==> config.mk <==
export PLATFORM = sky130hd
export DESIGN_NAME = xgmii_frame_gen
export DESIGN_NICKNAME = d
export VERILOG_FILES = /design/src/rtl/xgmii_pkg.sv /design/src/rtl/xgmii_tx_term_word.sv /design/src/rtl/xgmii_frame_gen.sv
export SDC_FILE = /design/constraint.sdc
export NUM_CORES = 1
export LEC_CHECK = 0
export CORE_AREA = 2 2 168 170
export CTS_CLUSTER_SIZE = 10
export DETAILED_ROUTE_END_ITERATION = 16
export DIE_AREA = 0 0 170 172
export GPL_TIMING_DRIVEN = 0
export HOLD_SLACK_MARGIN = 0.08
export PLACE_DENSITY = 0.55
export SYNTH_ARGS = -nofsm -noshare
export SYNTH_HDL_FRONTEND = slang
export SYNTH_HIERARCHICAL = 1
export SYNTH_SLANG_ARGS = --single-unit
==> constraint.sdc <==
create_clock -name usrclk -period 5.4 [get_ports usrclk]
set_input_delay 1.08 -clock usrclk [delete_from_list [all_inputs] [get_ports usrclk]]
set_output_delay 1.08 -clock usrclk [all_outputs]
set_load 0.05 [all_outputs]
==> src/rtl/xgmii_pkg.sv <==
// Shared XGMII character constants, word constants and FSM state type for the
// test-traffic frame generator.
package xgmii_pkg;

    localparam int LEN_W = 14;

    localparam logic [7:0] XGMII_IDLE  = 8'h07;
    localparam logic [7:0] XGMII_START = 8'hFB;
    localparam logic [7:0] XGMII_TERM  = 8'hFD;
    localparam logic [7:0] XGMII_PRE   = 8'h55;
    localparam logic [7:0] XGMII_SFD   = 8'hD5;

    localparam logic [63:0] IDLE_WORD     = {8{XGMII_IDLE}};
    localparam logic [63:0] PREAMBLE_WORD = {XGMII_SFD, {6{XGMII_PRE}}, XGMII_START};

    typedef enum logic [2:0] {
        ST_IDLE,
        ST_PREAMBLE,
        ST_DATA,
        ST_TERM,
        ST_IFG
    } xgen_state_t;

    // Eight consecutive incrementing payload bytes, lane 0 holding the base.
    function automatic logic [63:0] payload_word(input logic [7:0] base);
        logic [63:0] w;
        w = '0;
        for (int j = 0; j < 8; j++) begin
            w[8*j +: 8] = base + 8'(j);
        end
        return w;
    endfunction

endpackage

==> src/rtl/xgmii_tx_term_word.sv <==
// Builds the terminate word: r trailing payload bytes, then FD, then idles.
module xgmii_tx_term_word
    import xgmii_pkg::*;
(
    input  logic [2:0]  r,
    input  logic [7:0]  base,
    output logic [63:0] txd,
    output logic [7:0]  txc
);

    always_comb begin
        txd = IDLE_WORD;
        for (int k = 0; k < 8; k++) begin
            if (3'(k) < r) begin
                txd[8*k +: 8] = base + 8'(k);
            end else if (3'(k) == r) begin
                txd[8*k +: 8] = XGMII_TERM;
            end
        end
        txc = 8'hFF << r;
    end

endmodule

==> src/rtl/xgmii_frame_gen.sv <==
// XGMII test-traffic frame generator (start/preamble, counting payload, terminate, IFG).
// Define XGEN_STATS_EN to build the tx_frames/tx_bytes statistics counters.
module xgmii_frame_gen
    import xgmii_pkg::*;
#(
    parameter int MIN_LEN = 64,
    parameter int MAX_LEN = 9600
) (
    input  logic              usrclk,
    input  logic              reset_n,
    input  logic              link_ok,
    input  logic              start,
    input  logic              stop,
    input  logic [LEN_W-1:0]  frame_len,
    input  logic [7:0]        ifg_len,
    input  logic [15:0]       frame_count,
    output logic [63:0]       xgmii_txd,
    output logic [7:0]        xgmii_txc,
    output logic              busy,
    output logic              done,
    output logic [31:0]       tx_frames,
    output logic [47:0]       tx_bytes
);

    xgen_state_t       state_q, state_d;
    logic [LEN_W-1:0]  len_q, len_d, len_clamped;
    logic [7:0]        ifg_q, ifg_d;
    logic [15:0]       count_q, count_d;
    logic              cont_q, cont_d;
    logic [10:0]       data_left_q, data_left_d;
    logic [5:0]        ifg_left_q, ifg_left_d, ifg_words;
    logic [7:0]        byte_q, byte_d;
    logic              stop_pend_q, stop_pend_d;
    logic [63:0]       txd_q, txd_d, term_txd;
    logic [7:0]        txc_q, txc_d, term_txc;
    logic              busy_q, done_q, done_d;
    logic              frame_end, more_frames, stop_now;

    always_comb begin
        len_clamped = frame_len;
        if (frame_len < LEN_W'(MIN_LEN)) begin
            len_clamped = LEN_W'(MIN_LEN);
        end else if (frame_len > LEN_W'(MAX_LEN)) begin
            len_clamped = LEN_W'(MAX_LEN);
        end
    end

    // ceil((ifg - (7 - r)) / 8) folds to (ifg + r) / 8, which is also 0 when ifg fits in the TERM word.
    assign ifg_words   = 6'((9'(ifg_q) + 9'(len_q[2:0])) >> 3);
    assign more_frames = cont_q || (count_q != 16'd0);
    assign stop_now    = stop || stop_pend_q;

    xgmii_tx_term_word u_term (
        .r    (len_q[2:0]),
        .base (byte_q),
        .txd  (term_txd),
        .txc  (term_txc)
    );

    always_comb begin
        state_d     = state_q;
        len_d       = len_q;
        ifg_d       = ifg_q;
        count_d     = count_q;
        cont_d      = cont_q;
        data_left_d = data_left_q;
        ifg_left_d  = ifg_left_q;
        byte_d      = byte_q;
        frame_end   = 1'b0;
        done_d      = 1'b0;
        txd_d       = IDLE_WORD;
        txc_d       = 8'hFF;

        case (state_q)
            ST_IDLE: begin
                if (start && link_ok) begin
                    len_d   = len_clamped;
                    ifg_d   = ifg_len;
                    count_d = frame_count;
                    cont_d  = (frame_count == 16'd0);
                    state_d = ST_PREAMBLE;
                end
            end
            ST_PREAMBLE: begin
                if (len_q[LEN_W-1:3] == 11'd0) begin
                    state_d = ST_TERM;
                end else begin
                    state_d     = ST_DATA;
                    data_left_d = len_q[LEN_W-1:3] - 11'd1;
                end
            end
            ST_DATA: begin
                if (data_left_q == 11'd0) begin
                    state_d = ST_TERM;
                end else begin
                    data_left_d = data_left_q - 11'd1;
                end
            end
            ST_TERM: begin
                if (ifg_words == 6'd0) begin
                    frame_end = 1'b1;
                end else begin
                    state_d    = ST_IFG;
                    ifg_left_d = ifg_words - 6'd1;
                end
            end
            ST_IFG: begin
                if (ifg_left_q == 6'd0) begin
                    frame_end = 1'b1;
                end else begin
                    ifg_left_d = ifg_left_q - 6'd1;
                end
            end
            default: state_d = ST_IDLE;
        endcase

        if (frame_end) begin
            if (more_frames && !stop_now) begin
                state_d = ST_PREAMBLE;
            end else begin
                state_d = ST_IDLE;
                done_d  = 1'b1;
            end
        end

        // Outputs are registered, so the word is chosen by the state being entered.
        case (state_d)
            ST_PREAMBLE: begin
                txd_d  = PREAMBLE_WORD;
                txc_d  = 8'h01;
                byte_d = 8'd0;
            end
            ST_DATA: begin
                txd_d  = payload_word(byte_q);
                txc_d  = 8'h00;
                byte_d = byte_q + 8'd8;
            end
            ST_TERM: begin
                txd_d = term_txd;
                txc_d = term_txc;
                if (!cont_q) begin
                    count_d = count_q - 16'd1;
                end
            end
            default: ;
        endcase

        stop_pend_d = (state_d != ST_IDLE) &&
                      (stop_pend_q || (stop && (state_q != ST_IDLE)));
    end

    always_ff @(posedge usrclk or negedge reset_n) begin
        if (!reset_n) begin
            state_q     <= ST_IDLE;
            len_q       <= '0;
            ifg_q       <= '0;
            count_q     <= '0;
            cont_q      <= 1'b0;
            data_left_q <= '0;
            ifg_left_q  <= '0;
            byte_q      <= '0;
            stop_pend_q <= 1'b0;
            txd_q       <= IDLE_WORD;
            txc_q       <= 8'hFF;
            busy_q      <= 1'b0;
            done_q      <= 1'b0;
        end else begin
            state_q     <= state_d;
            len_q       <= len_d;
            ifg_q       <= ifg_d;
            count_q     <= count_d;
            cont_q      <= cont_d;
            data_left_q <= data_left_d;
            ifg_left_q  <= ifg_left_d;
            byte_q      <= byte_d;
            stop_pend_q <= stop_pend_d;
            txd_q       <= txd_d;
            txc_q       <= txc_d;
            busy_q      <= (state_d != ST_IDLE);
            done_q      <= done_d;
        end
    end

    assign xgmii_txd = txd_q;
    assign xgmii_txc = txc_q;
    assign busy      = busy_q;
    assign done      = done_q;

`ifdef XGEN_STATS_EN
    logic [31:0] frames_q;
    logic [47:0] bytes_q;
    logic        term_enter;

    assign term_enter = (state_d == ST_TERM);

    always_ff @(posedge usrclk or negedge reset_n) begin
        if (!reset_n) begin
            frames_q <= '0;
            bytes_q  <= '0;
        end else if (term_enter) begin
            frames_q <= frames_q + 32'd1;
            bytes_q  <= bytes_q + 48'(len_q);
        end
    end

    assign tx_frames = frames_q;
    assign tx_bytes  = bytes_q;
`else
    assign tx_frames = '0;
    assign tx_bytes  = '0;
`endif

endmodule

### Word-level counts from Yosys, hierarchy flattened

Index checks and enable logic that the tools add are counted.

* bits in registers: 142
* bits in latches: 0
* RAM bits: 0
* ROM bits: 0
* input port bits: 43
* output and inout port bits: 154
* word-level logic and storage cells: 123
* memories kept: 0

* add/sub/neg operators: 14
* $mul: 0
* div/mod/pow operators: 0
* magnitude comparators: 10
* eq/ne operators: 18
* shift operators: 1
* mux-type cells: 43
* bitwise operators: 0
* reduce and logical (&&, ||, !) cells: 24

Operator list (count)
* $pmux W64 S3: 1
* $mux W8: 16
* $mux W16: 4
* $add A8 B3 Y8 const B: 4
* $mux W14: 2
* $pmux W8 S3: 1
* $logic_not A11 Y1: 2
* $mux W11: 2
* $pmux W11 S2: 1
* $sub A11 B1 Y11 const B: 2
* $add A8 B2 Y8 const B: 2
* $logic_not A16 Y1: 1
* $pmux W8 S2: 1
* $reduce_bool A16 Y1: 1
* $sub A16 B1 Y16 const B: 1
* $pmux W3 S5: 1
* $gt A14 B14 Y1 const B: 1
* $lt A14 B7 Y1 const B: 1
* $eq A3 B2 Y1 const B: 4
* $eq A3 B3 Y1 const A: 4
* $logic_not A6 Y1: 2
* $lt A3 B3 Y1 const A: 4
* $mux W3: 4
* $mux W6: 2
* 23 further kinds: 46

### Logic depth before layout (Yosys ltp)

* word-level depth: 7
* depth in mapped cells: 14
* depth with buffers taken out: 11

### Cells and area by module

Netlist, hierarchy kept.

By module, submodules not included
* xgmii_frame_gen: times used 1, cells each 739, area an instance 7048.0 um^2, sequential area each 3518.4 um^2
* xgmii_tx_term_word: times used 1, cells each 169, area an instance 1031.0 um^2, sequential area each 0.0 um^2

### Worst setup path after synthesis

OpenSTA, ideal clock, no wires.

* path type: reg-to-reg
* from: register state_q[1]
* to: register data_left_q[10]
* library setup time: 135 ps
* arrival: 3393 ps
* required time: 5265 ps
* path slack: 1872 ps
* stages on the path, launching flop included: 15
* path buffers: 5
* period minus slack after synthesis: 3528 ps
* cell sequence: dfrtp_1 > buf_2 > or3b_1 > clkbuf_1 > clkbuf_1 > clkbuf_1 > mux2i_1 > ha_1 > clkbuf_1 > nand2b_1 > or4_1 > o32ai_1 > mux2_2 > o21ai_0 > o21ai_0

* longest elaborated chain between the ends: 3
* elaborated cells between the ends (all ways): 7
* those cells by class: 4 x eq/ne; 1 x mux; 2 x reduce/logical

RTL lines
* start, declared: line xgmii_frame_gen.sv:25 `xgen_state_t state_q, state_d;`
* start signal, assigned: line xgmii_frame_gen.sv:168 `state_q <= state_d;`
* $eq A3 B2 Y1 / $eq A3 B1 Y1 (equally long branches): line xgmii_frame_gen.sv:74 `case (state_q)`
* $ne A2 B2 Y1 (no source line) / $reduce_bool A2 Y1 (equally long branches)
* $reduce_and A3 Y1 (no source line)
* end signal, assigned: line xgmii_frame_gen.sv:173 `data_left_q <= data_left_d;`
* end, declared: line xgmii_frame_gen.sv:30 `logic [10:0] data_left_q, data_left_d;`

Several ways; a longest one is shown, not always the timed one.
A chain may end at the register's enable or synchronous reset.

### Final worst setup path

Same ends and word-level chain as after synthesis.

==> results.txt <==
* Final sum of negative setup slack: 0 ns
* Tightest Pin Transition: 1.15 ns
- Portion of the post-synthesis area used by sequential elements: 43.5%
- The initial utilization of the core area, before any placement, comes to 29.4%.
- DRC marker count from the first detailed-route iteration: 467
* Primary FF master, synth: sky130_fd_sc_hd__dfrtp_1
- Average wire per standard cell: 14.9 um
* Yosys cell types: 71
* Launching element type of the critical path: flop
* Most common cell after layout, fill and taps aside: sky130_fd_sc_hd__nand2_1
* Worst-path clk slew: 0.06 ns
* Data arrival time of the critical path: 4.50 ns
- The critical path in this run is classified as flop to flop.
- Dividing the detail-routed via count by the number of cells gives 4.65.
- Post-CTS setup buffer count: 0
- Across all layers, the routed design uses 6970 vias.
* Post-synth ARST share: 100%
- In the global route stage, overall resource usage came out at 15.2%.
- The flow ran to the end, and the final reports show no timing, DRC or antenna violations.
* Number of max-slew violations in the final report: 0
- For the worst setup path, the data required time is 5.68 ns.
- Via count of the first global-routing pass: 6519
- Entering global routing, the biggest net connects 77 pins.
* Slack of the worst reg-to-reg path: 1.19 ns
* IO Port Bufs: 116
- In this run the tightest slew margin relative to its limit is 22.2%.
- The hold violation count in the final report was 0.
- TritonCTS built the clock tree.
- In this run the vertical extent of the chip is 172 um.
* Wire length of the first global-routing pass: 34900 um
- Synth Instances: 908
* Drc violations: 0
- Max rail drop VDD: 0.252 mV
- After layout, the worst path uses 78.0% of the clock period.
- Relative to the synthesized area, the layout overhead comes to 32.2%.
* Count of antenna-violating nets left after detailed routing: 0
- Count of flip-flops with a built-in enable after synthesis: 0
- Cells with a size suffix above 1 make up 17.4% of the layout.
* Power density over the cells: 606 nW/um^2
* Antenna violations before repair: 0
- Flip-flop and latch count after synthesis: 139
* Total cell area at the placement stage: 10100 um^2
- Yosys synthesis warning count: 6
- The longest clock path from root to sink contains 2 buffers.
- Drt first pass iters: 5
- # IOs: 197
* Number of maximum-capacitance constraint violations: 0
- Leakage power of the design: 4.94 nW
- Row count: 61
* Core utilization of the finished layout: 38.9%
- Derived from the worst setup path, the maximum achievable clock frequency is 237 MHz.
- The clock net in this run drives a total of 139 sinks.
- Placer Congestion: 0.878
- Worst clock skew: 0.0113 ns
- The tightest min-delay check is of the flop to flop type.
* Unrepaired setup endpoints after global routing: no
* Net total in the final layout: 1197
* CTS buffer count: 17
- Horizontal die dimension: 170 um
- Most frequent cells in the layout: sky130_fd_sc_hd__nand2_1 (144), sky130_fd_sc_hd__clkdlybuf4s50_1 (115), sky130_fd_sc_hd__dfrtp_1 (107)
- Syn Area/Cell: 8.90 um^2
- The synthesized netlist occupies a cell area of 8080 um^2.
- The routed design could run at a clock period as short as 4.21 ns.
* Post_cts resized: 0
- For this block, the routed nets add up to 22300 um of wire.
- Summed over all nets, the half-perimeter wirelength after detailed placement is 16700 um.
* CP Max Fanout: 10
* Design Area, Final: 10700 um^2
- Leftover overflow at the end of global routing: 0
- In this run the clock root is driven by a sky130_fd_sc_hd__clkbuf_16.
- The repair_antennas step left the layout with diodes totalling 0.
* Post-cts hold buffer count: 0
* Number of H-tree levels: 4
- Floorplan Core Area: 27500 um^2
* Later-pin clock latency in the skew report: 0.42 ns
- The floorplan step defined a die boundary enclosing 29200 um^2.
* Endpoint type of the worst setup path: flop
* Setup-violating endpoint count in the final report: 0
registers in the layout (all words and copies together), names as in the netlist:
signal,cells
len_q,14
xgmii_txc,8
count_q,16
ifg_q,8
done,1
stop_pend_q,1
byte_q,5
busy,1
ifg_left_q,6
cont_q,1
data_left_q,11
xgmii_txd,64
state_q,3
per-stage QoR:
stage          power, mW  hold WS, ns  setup slack, ns  cells
3_3_place_gp        5.19        0.462            -2.38   1465
4_1_cts             6.49        0.489             1.26   1498
2_1_floorplan       4.19        0.445             1.87   1003
5_1_grt             6.88        0.507            0.900   1498
3_5_place_dp        5.22        0.475             1.28   1466
6_report            6.48        0.485             1.19   1498
worst max-delay path: stages, from the launching register on:
cell and delay (ns):
sky130_fd_sc_hd__dfrtp_1 0.35, sky130_fd_sc_hd__buf_2 0.18, sky130_fd_sc_hd__or3b_1 0.18, sky130_fd_sc_hd__clkbuf_1 0.22, sky130_fd_sc_hd__clkbuf_1 0.42, sky130_fd_sc_hd__clkbuf_1 0.43, sky130_fd_sc_hd__mux2i_1 0.26, sky130_fd_sc_hd__ha_1 0.16
sky130_fd_sc_hd__clkbuf_1 0.29, sky130_fd_sc_hd__nand2b_1 0.08, sky130_fd_sc_hd__or4_1 0.45, sky130_fd_sc_hd__o32ai_1 0.45, sky130_fd_sc_hd__mux2_2 0.39, sky130_fd_sc_hd__o21ai_0 0.12, sky130_fd_sc_hd__o21ai_0 0.09
metal layers:
layer  vias to the layer above  track usage [%]  routed length (um)
li1                       3453                -                   -
met2                       304             24.0               10000
met3                        36             3.36                1550
met4                         0             4.50                 376
met1                      3177             20.9               10300
met5                         -                0                   0
synthesized netlist by cell type, types with 20 or more instances:
cell / n / share of area (%)
sky130_fd_sc_hd__dfstp_2: 32 / 10
sky130_fd_sc_hd__nand3_1: 23 / 1.4
sky130_fd_sc_hd__nand2_1: 144 / 6.7
sky130_fd_sc_hd__buf_4: 89 / 8.3
sky130_fd_sc_hd__or3_1: 21 / 1.6
sky130_fd_sc_hd__a21o_1: 32 / 3.0
sky130_fd_sc_hd__nor2_1: 47 / 2.2
sky130_fd_sc_hd__a21oi_1: 58 / 3.6
sky130_fd_sc_hd__clkbuf_1: 28 / 1.3
sky130_fd_sc_hd__dfrtp_1: 107 / 33
sky130_fd_sc_hd__nor3_1: 20 / 1.2
sky130_fd_sc_hd__o21ai_0: 55 / 3.4
kinds of logic after synthesis:
group                    Yosys count  synth area share, %
other                              2               0.0930
multiplexers                      11                 1.52
AO/OA/AOI/OAI                    222                 17.6
flip-flops                       139                 43.5
adder cells (fa/ha/maj)           15                 2.32
buffers and inverters            157                 12.0
XOR/XNOR                          26                 2.82
AND/OR/NAND/NOR                  336                 20.1
power by group:
group | switching [mW] | internal (mW)
clock network | 0.467 | 0.776
registers | 0.359 | 1.52
logic | 2.19 | 1.16
area by class of cell:
type                    count  area, um^2
fillers                  2733       16800
multi-input cells         707        3950
flip-flops and latches    139        3520
repair buffers            117        1190
plain buffers             137         892
well taps                 346         433
clock buffers              18         429
clock inverters            14         195
inverters                  20        80.1
path summary, 6_finish.rpt:
check / cells past startpoint / startpoint / endpoint
hold / removal: 2 / ifg_q[1] / ifg_q[1]
hold reg to reg: 2 / ifg_q[1] / ifg_q[1]
setup reg to reg: 14 / state_q[1] / data_left_q[10]
setup / recovery: 14 / state_q[1] / data_left_q[10]
max in group asynchronous: 2 / reset_n / count_q[4]
min in group asynchronous: 1 / reset_n / xgmii_txd[27]
No activity file was read; power rests on OpenSTA's default activity.
